**src/rtl/freq_pkg.sv**
```systemverilog
// Shared definitions for the frequency counter and its transmit-side pulse generator.
package freq_pkg;

    localparam int CNT_W = 12;

    typedef enum logic [1:0] {
        IDLE = 2'd0,
        HIGH = 2'd1,
        LOW  = 2'd2
    } state_t;

    typedef struct packed {
        logic [CNT_W-1:0] on;
        logic [CNT_W-1:0] off;
    } cfg_t;

endpackage

```
**src/rtl/cfg_slot.sv**
```systemverilog
// One-entry pending configuration register with valid/ready intake and an apply/clear input.
module cfg_slot #(
    parameter int W = 12
) (
    input  logic         clk,
    input  logic         rst_n,
    input  logic         valid,
    output logic         ready,
    input  logic [W-1:0] on_in,
    input  logic [W-1:0] off_in,
    input  logic         apply,
    output logic         pv,
    output logic [W-1:0] on_p,
    output logic [W-1:0] off_p
);

    logic         pv_q, pv_d;
    logic [W-1:0] on_q, on_d, off_q, off_d;

    assign ready = ~pv_q;
    assign pv    = pv_q;
    assign on_p  = on_q;
    assign off_p = off_q;

    // apply only happens with pv_q set, so it never coincides with an intake
    always_comb begin
        pv_d  = pv_q;
        on_d  = on_q;
        off_d = off_q;
        if (apply)
            pv_d = 1'b0;
        if (valid && ready) begin
            pv_d  = 1'b1;
            on_d  = on_in;
            off_d = off_in;
        end
    end

    always_ff @(posedge clk or negedge rst_n) begin
        if (!rst_n) begin
            pv_q  <= 1'b0;
            on_q  <= '0;
            off_q <= '0;
        end else begin
            pv_q  <= pv_d;
            on_q  <= on_d;
            off_q <= off_d;
        end
    end

endmodule

```
**src/rtl/pulse_generator.sv**
```systemverilog
// Programmable square-wave / PWM source: ON_CYC high cycles, OFF_CYC low cycles, config applied at period boundaries.
module pulse_generator
    import freq_pkg::*;
#(
    parameter int W  = CNT_W,
    parameter int PW = 16
) (
    input  logic          CLK,
    input  logic          RST_N,
    input  logic          EN,
    input  logic          CFG_VALID,
    output logic          CFG_READY,
    input  logic [W-1:0]  CFG_ON,
    input  logic [W-1:0]  CFG_OFF,
    output logic          OUT,
    output logic          BUSY,
    output logic          PERIOD_DONE,
    output logic [PW-1:0] PERIOD_CNT
);

    state_t        state_q, state_d;
    logic [W-1:0]  cnt_q, cnt_d;
    logic [W-1:0]  on_a_q, on_a_d, off_a_q, off_a_d;
    logic          out_q, out_d;
    logic [PW-1:0] pcnt_q, pcnt_d;

    logic          pv, apply, boundary, start;
    logic [W-1:0]  on_p, off_p, nxt_on, nxt_off;

    cfg_slot #(.W(W)) u_slot (
        .clk    (CLK),
        .rst_n  (RST_N),
        .valid  (CFG_VALID),
        .ready  (CFG_READY),
        .on_in  (CFG_ON),
        .off_in (CFG_OFF),
        .apply  (apply),
        .pv     (pv),
        .on_p   (on_p),
        .off_p  (off_p)
    );

    always_comb begin
        boundary = ((state_q == HIGH) && (cnt_q == on_a_q) && (off_a_q == '0)) ||
                   ((state_q == LOW) && (cnt_q == off_a_q));
        apply    = pv && (boundary || (state_q == IDLE));
        nxt_on   = apply ? on_p  : on_a_q;
        nxt_off  = apply ? off_p : off_a_q;
        start    = EN && ((nxt_on != '0) || (nxt_off != '0));

        state_d  = state_q;
        cnt_d    = cnt_q;
        on_a_d   = nxt_on;
        off_a_d  = nxt_off;
        pcnt_d   = pcnt_q;
        if (boundary)
            pcnt_d = pcnt_q + PW'(1);

        // IDLE starts from the config that is active after this edge, same as a boundary
        if ((state_q == IDLE) || boundary) begin
            if (start) begin
                state_d = (nxt_on != '0) ? HIGH : LOW;
                cnt_d   = W'(1);
            end else begin
                state_d = IDLE;
            end
        end else if ((state_q == HIGH) && (cnt_q == on_a_q)) begin
            state_d = LOW;
            cnt_d   = W'(1);
        end else if ((state_q == HIGH) || (state_q == LOW)) begin
            cnt_d = cnt_q + W'(1);
        end else begin
            state_d = IDLE;
        end

        out_d = (state_d == HIGH);
    end

    always_ff @(posedge CLK or negedge RST_N) begin
        if (!RST_N) begin
            state_q <= IDLE;
            cnt_q   <= '0;
            on_a_q  <= '0;
            off_a_q <= '0;
            out_q   <= 1'b0;
            pcnt_q  <= '0;
        end else begin
            state_q <= state_d;
            cnt_q   <= cnt_d;
            on_a_q  <= on_a_d;
            off_a_q <= off_a_d;
            out_q   <= out_d;
            pcnt_q  <= pcnt_d;
        end
    end

    assign OUT         = out_q;
    assign BUSY        = (state_q != IDLE);
    assign PERIOD_DONE = boundary;
    assign PERIOD_CNT  = pcnt_q;

endmodule

```
**config.mk**
```make
export PLATFORM = sky130hd
export DESIGN_NAME = pulse_generator
export DESIGN_NICKNAME = d
export VERILOG_FILES = /design/src/rtl/freq_pkg.sv /design/src/rtl/cfg_slot.sv /design/src/rtl/pulse_generator.sv
export SDC_FILE = /design/constraint.sdc
export NUM_CORES = 1
export LEC_CHECK = 0
export ABC_AREA = 1
export CAP_MARGIN = 25
export CORE_MARGIN = 5
export CORE_UTILIZATION = 50
export DETAILED_ROUTE_END_ITERATION = 6
export GPL_ROUTABILITY_DRIVEN = 0
export PLACE_DENSITY = 0.71
export SETUP_SLACK_MARGIN = 0.3
export SKIP_LAST_GASP = 1
export SLEW_MARGIN = 25
export SYNTH_ARGS = -nofsm -noshare
export SYNTH_HDL_FRONTEND = slang
export SYNTH_HIERARCHICAL = 1
export SYNTH_SLANG_ARGS = --single-unit
```
**constraint.sdc**
```tcl
create_clock -name CLK -period 3.15 [get_ports CLK]
set_clock_uncertainty 0.1 [all_clocks]
set_input_delay 0.4725 -clock CLK [delete_from_list [all_inputs] [get_ports CLK]]
set_output_delay 0.4725 -clock CLK [all_outputs]
set_load 0.05 [all_outputs]
```
==> impl_metrics.tcl, run 1 <==
set metrics [dict create \
    status "completed" \
    criticalPathCategory "register to primary output" \
    met1_usage 0.275 \
    yosysTopAreaCellShare 0.442 \
    syn-cell-area_um2 4530 \
    min_period_ns 2.94 \
    async_flop_share 1.00 \
    busiest_layer "met2" \
    ant_nets 0 \
    synth_area_per_cell_um2 7.60 \
    synth_enable_flop_cells 0 \
    final_cell_mix "nand2_1 (192), inv_1 (75), dfrtp_1 (69)" \
    cts_buffers 9 \
    grt_util_all_layers 0.208 \
    reg2reg_from "cnt_q[3]" \
    routed_via_density 5.31 \
    clkSinkCount 80 \
    worstPathRequired_ns 2.58 \
    start_kind "register" \
    grt_max_degree 81 \
    synth.area.top_cells "dfrtp_1 (44%), nand2_1 (16%), inv_1 (6.6%)" \
    core_area_um2 8760 \
    rows 34 \
    hold_violations 0 \
    synth_ff_type "dfrtp_1" \
    seq_area_frac_synth 0.442 \
    grt_pass1_vias 4045 \
    clk_path_buf_depth 2 \
    yosys_warnings 6 \
    period_share 0.934 \
    hold_path.class "input pin to asynchronous set/reset pin" \
    clock_latency_ns 0.37 \
    clk_root_buffer_cell "clkbuf_8" \
    yosys.area.top_type "dfrtp_1" \
    hold_buffers 0 \
    fillerInstances 753 \
    rsz0062_at_grt "true" \
    area_delta_synth_final_pct 26.1 \
    worstPathCellList "inv_2 -> nor2_4 -> or3b_4 -> or4_4 -> o41ai_4 -> buf_12" \
    dr.first_iter.drc_count 276 \
    pre_cts_slack_ns 0.185 \
    ys_seq_elements 80 \
    report.final.slew_viol_count 0 \
    layout-drive-gt1-share 0.182 \
    slowest_delay_ns 0.50 \
    cp-startpoint "off_a_q[4]" \
    arrival_ns 2.37 \
    fmax_ghz 0.340 \
    synth_nets 629 \
    maxCapViolCount 0 \
    grt_pass1_wl_um 18800 \
    die_h_um 105 \
    antenna_found_initial 0 \
    drc 0 \
    io_buffers 47 \
    cts.htree.levels 3 \
    first_pass_iters 7 \
    met3_usage 0.0462 \
    slowest_stage "or4_4" \
    worst_setup_path_end_kind "primary output" \
    antennaDiodeCount 0 \
    die_x_um 105 \
    setup_ws_ns 0.209 \
    start_util 0.517 \
    relSlewSlack 0.340 \
    p_per_area_nw_per_um2 858 \
    irDropWorstVdd_v 0.000427 \
    path_max_fanout 3 \
    placed_area_um2 5060 \
    finalSetupTns_ns 0 \
    leakage_nw 2.90 \
    die_area_um2 11100 \
    syn_inst 596 \
    whs_ns 0.00566 \
    final_nets 699 \
    multiInputGateArea_um2 2240 \
    wire_per_inst_um 15.3 \
    setup_viol 0 \
    worst_pin_slew_ns 0.990 \
    grtUsageMet2 0.331 \
    hpwl_um 8170 \
    yosysUniqueCellTypes 41 \
    cts_tree "yes" \
    final_common_cell "nand2_1" \
    grt-ovfl-total 0 \
    routed_wirelength_um 11900 \
    ioPinCount 48 \
    fin_util 0.652 \
    vias 4133 \
    regArea_um2 2020 \
    path_clk_slew_ns 0.08 \
    final_cell_area_um2 5710 \
]
## layer usage
layer	vias up	routed length (µm)
met5	-	0
met4	0	258
met3	28	798
met2	163	5760
met1	1938	5070
li1	2004	-
## synthesized netlist by cell type (2+ instances only)
cell type,n
inv_2,5
dfrtp_1,80
xnor2_1,6
buf_2,3
nor2_1,46
ha_1,5
buf_6,6
nand4_1,9
nand3_1,56
o2111ai_1,2
nor3_1,9
o21ai_0,5
buf_4,6
a21oi_1,4
o21ai_1,4
nor4_1,2
nand2_2,15
nand2_1,194
clkbuf_1,3
inv_1,80
nor3b_1,2
nand3b_1,17
xor2_1,16
nand3_2,4
## final timing paths
| path | end | slack [ns] | depth (start not counted) |
|---|---|---|---|
| min | cnt_q[6] | 0.006 | 1 |
| min reg2reg | u_slot/on_p[2] | 0.37 | 2 |
| max reg2reg | cnt_q[7] | 0.24 | 20 |
| max in group asynchronous | on_a_q[8] | 2.42 | 1 |
| min in group CLK | u_slot/on_p[2] | 0.37 | 2 |
| max | PERIOD_DONE | 0.21 | 6 |
## state kept, by name, indices dropped and copies added, names as in the netlist
| register | cells |
|---|---|
| OUT | 1 |
| PERIOD_CNT | 16 |
| cnt_q | 12 |
| off_a_q | 12 |
| on_a_q | 12 |
| state_q | 2 |
| u_slot/off_p | 12 |
| u_slot/on_p | 12 |
| u_slot/pv | 1 |
## what timing repair did
item | CTS | global route
gates cloned | 0 | 5
pin swaps | 4 | 18
hold endpoints to repair | 0 | 0
gates resized for setup | 16 | 45
endpoints found under the setup margin | 15 | 19
buffers inserted | 5 | 15
## through the flow
stage | instances | total power [mW]
floorplan | 596 | 3.12
global placement | 738 | 3.54
detailed placement | 738 | 3.59
CTS | 758 | 4.47
global route | 778 | 5.24
finish | 778 | 4.90
## where the power goes
part | internal [mW] | switching [mW] | total [mW]
sequential | 1.38 | 0.336 | 1.72
clock | 0.442 | 0.374 | 0.816
combinational | 0.916 | 1.45 | 2.37
## worst max-delay path: cells and delay by family (launching register included)
family | cells | cell delay, ns
compound gates | 1 | 0.32
buf+inv | 2 | 0.30
flops | 1 | 0.44
simple gates | 3 | 0.94
## kinds of logic after synthesis
kind of cell,Yosys count,synth area share
adder cells (fa/ha/maj),5,0.0138
AND/OR/NAND/NOR,362,0.366
buffers and inverters,106,0.107
XOR/XNOR,22,0.0425
flip-flops,80,0.442
AO/OA/AOI/OAI,20,0.0268
multiplexers,1,0.00249
## final cells by class
class	instances	area share
tap	108	0.0237
timing repair buffer	77	0.137
clock inverter	5	0.0145
inverter	86	0.0569
clock buffer	10	0.0223
multi-input combinational	412	0.392
sequential	80	0.353
No activity file was read; power rests on OpenSTA's default activity.
==> run 2, diff against run 1 <==
SLEW_MARGIN = 20   (was 25)
==> results of run 2 <==
The final DEF is identical to that of run 1; final timing and power are the same.
==> run 3, diff against run 2 <==
CORE_UTILIZATION = 35   (was 50)
PLACE_DENSITY = 0.53   (was 0.71)
==> run 3 against run 2 <==
  * Sequential cell count unchanged
  * Count of clock-buffer cells in the layout increased by 1
  * Setup slack better by 0.074 ns
  * Final area rose by 6.4%
  * Non-clock buffer count is 17 higher
  * Worst hold slack gained 0.36 ns
  * Clock power is 26% higher
  * Register-to-register slack improved by 0.08 ns
  * Global-route usage shrank 4.0 points
  * Core utilization fell by 17 points
  * Critical path depth unchanged
  * First-iteration DRC count down 12%
  * Largest power group unchanged
==> impl_metrics.tcl, run 3 (synthesis gave the netlist of run 1 again) <==
set metrics [dict create \
    cts.htree.levels 3 \
    cts_buffers 9 \
    final_common_cell "nand2_1" \
    pre_cts_slack_ns 0.220 \
    fmax_ghz 0.349 \
    die_h_um 124 \
    setup_viol 0 \
    wire_per_inst_um 14.7 \
    path_max_fanout 4 \
    whs_ns 0.368 \
    cts_tree "yes" \
    clk_path_buf_depth 2 \
    hold_violations 0 \
    path_clk_slew_ns 0.06 \
    report.final.slew_viol_count 0 \
    dr.first_iter.drc_count 244 \
    maxCapViolCount 0 \
    ioPinCount 48 \
    io_buffers 47 \
    start_util 0.357 \
    first_pass_iters 5 \
    rows 41 \
    die_x_um 124 \
    drc 0 \
    antenna_found_initial 0 \
    core_area_um2 12700 \
    routed_wirelength_um 12600 \
    grt_pass1_wl_um 19700 \
    leakage_nw 3.04 \
    p_total_mw 5.15 \
    dp.cells 814 \
    die_area_um2 15300 \
    clkSinkCount 80 \
    start_kind "register" \
    top_layer "met4" \
    arrival_ns 2.29 \
    vias 4090 \
    relSlewSlack 0.641 \
    period_share 0.910 \
    grt_max_degree 55 \
    area_delta_synth_final_pct 34.2 \
    final_nets 714 \
    dr_wl_met3_um 653 \
    clock_latency_ns 0.35 \
    stdcell_count 856 \
    setup_ws_ns 0.283 \
    hold_path.class "register to register" \
    criticalPathCategory "register to primary output" \
    rsz0062_at_grt "true" \
    r2r_setup_slack_ns 0.32 \
    grt-ovfl-total 0 \
    worstPathRequired_ns 2.58 \
    ant_nets 0 \
    final_cell_mix "nand2_1 (191), inv_1 (74), dfrtp_1 (70)" \
    grt_util_all_layers 0.168 \
    route.layer.met1.wl_um 5870 \
    largest_reg_flops 16 \
    irDropWorstVdd_v 0.000490 \
    hpwl_um 9190 \
    finalSetupTns_ns 0 \
    routed_via_density 4.78 \
    min_period_ns 2.87 \
    layout-drive-gt1-share 0.218 \
    dr_wl_met2_um 5610 \
    fillerInstances 1260 \
    antennaDiodeCount 0 \
    status "completed" \
    grt_pass1_vias 3887 \
    worst_setup_path_end_kind "primary output" \
    p_per_area_nw_per_um2 847 \
    clk_root_buffer_cell "clkbuf_16" \
    worst_pin_slew_ns 0.536 \
]
==> run 3: final cells by class <==
cell class / instances / area [µm²] / area share
multi-input cells: 410 / 2300 / 0.379
flip-flops and latches: 80 / 2010 / 0.331
clock inverters: 3 / 43.8 / 0.00720
well taps: 172 / 215 / 0.0354
clock buffers: 11 / 243 / 0.0399
inverters: 86 / 325 / 0.0535
repair buffers: 94 / 935 / 0.154
==> run 3: critical path: stages (launching register included) <==
cell and delay (ns):
dfrtp_2 0.44, inv_2 0.07, nor2_1 0.05, or3b_4 0.38
or4_4 0.49, o41ai_4 0.33, buf_12 0.19
==> run 3: where the power goes <==
| part | internal (mW) | leakage [nW] | switching [mW] |
|---|---|---|---|
| sequential | 1.39 | 0.992 | 0.306 |
| combinational | 0.983 | 1.90 | 1.45 |
| clock | 0.626 | 0.141 | 0.402 |
| total | 2.99 | 3.04 | 2.15 |
==> run 3: what timing repair did <==
item | in CTS | in global routing
hold buffers | 1 | 0
resized for setup | 15 | 64
buffers inserted | 5 | 20
pin swaps | 5 | 36
endpoints found under the setup margin | 16 | 18
endpoints found under the hold margin | 26 | 0
gates cloned | 0 | 2
==> run 3: worst paths after layout <==
| path | startpoint | end | cells past startpoint |
|---|---|---|---|
| max | cnt_q[4] | PERIOD_DONE | 6 |
| min | u_slot/on_p[6] | u_slot/on_p[6] | 2 |
| max reg2reg | cnt_q[4] | cnt_q[1] | 18 |
| min reg2reg | u_slot/on_p[6] | u_slot/on_p[6] | 2 |
| max in group asynchronous | RST_N | on_a_q[10] | 3 |
| min in group asynchronous | RST_N | cnt_q[9] | 2 |
==> run 3: per-stage QoR <==
step | cell area, µm² | util
after floorplan | 4550 | -
after global placement | 5220 | 0.412
after detailed placement | 5250 | 0.414
after CTS | 5630 | 0.444
after global routing | 6080 | 0.480
final | 6080 | 0.480
==> run 3: routing by layer <==
metal | track usage | up-vias
li1 | - | 2032
met1 | 0.234 | 1888
met2 | 0.244 | 137
met5 | 0 | -
met3 | 0.0332 | 33
met4 | 0.0886 | 0
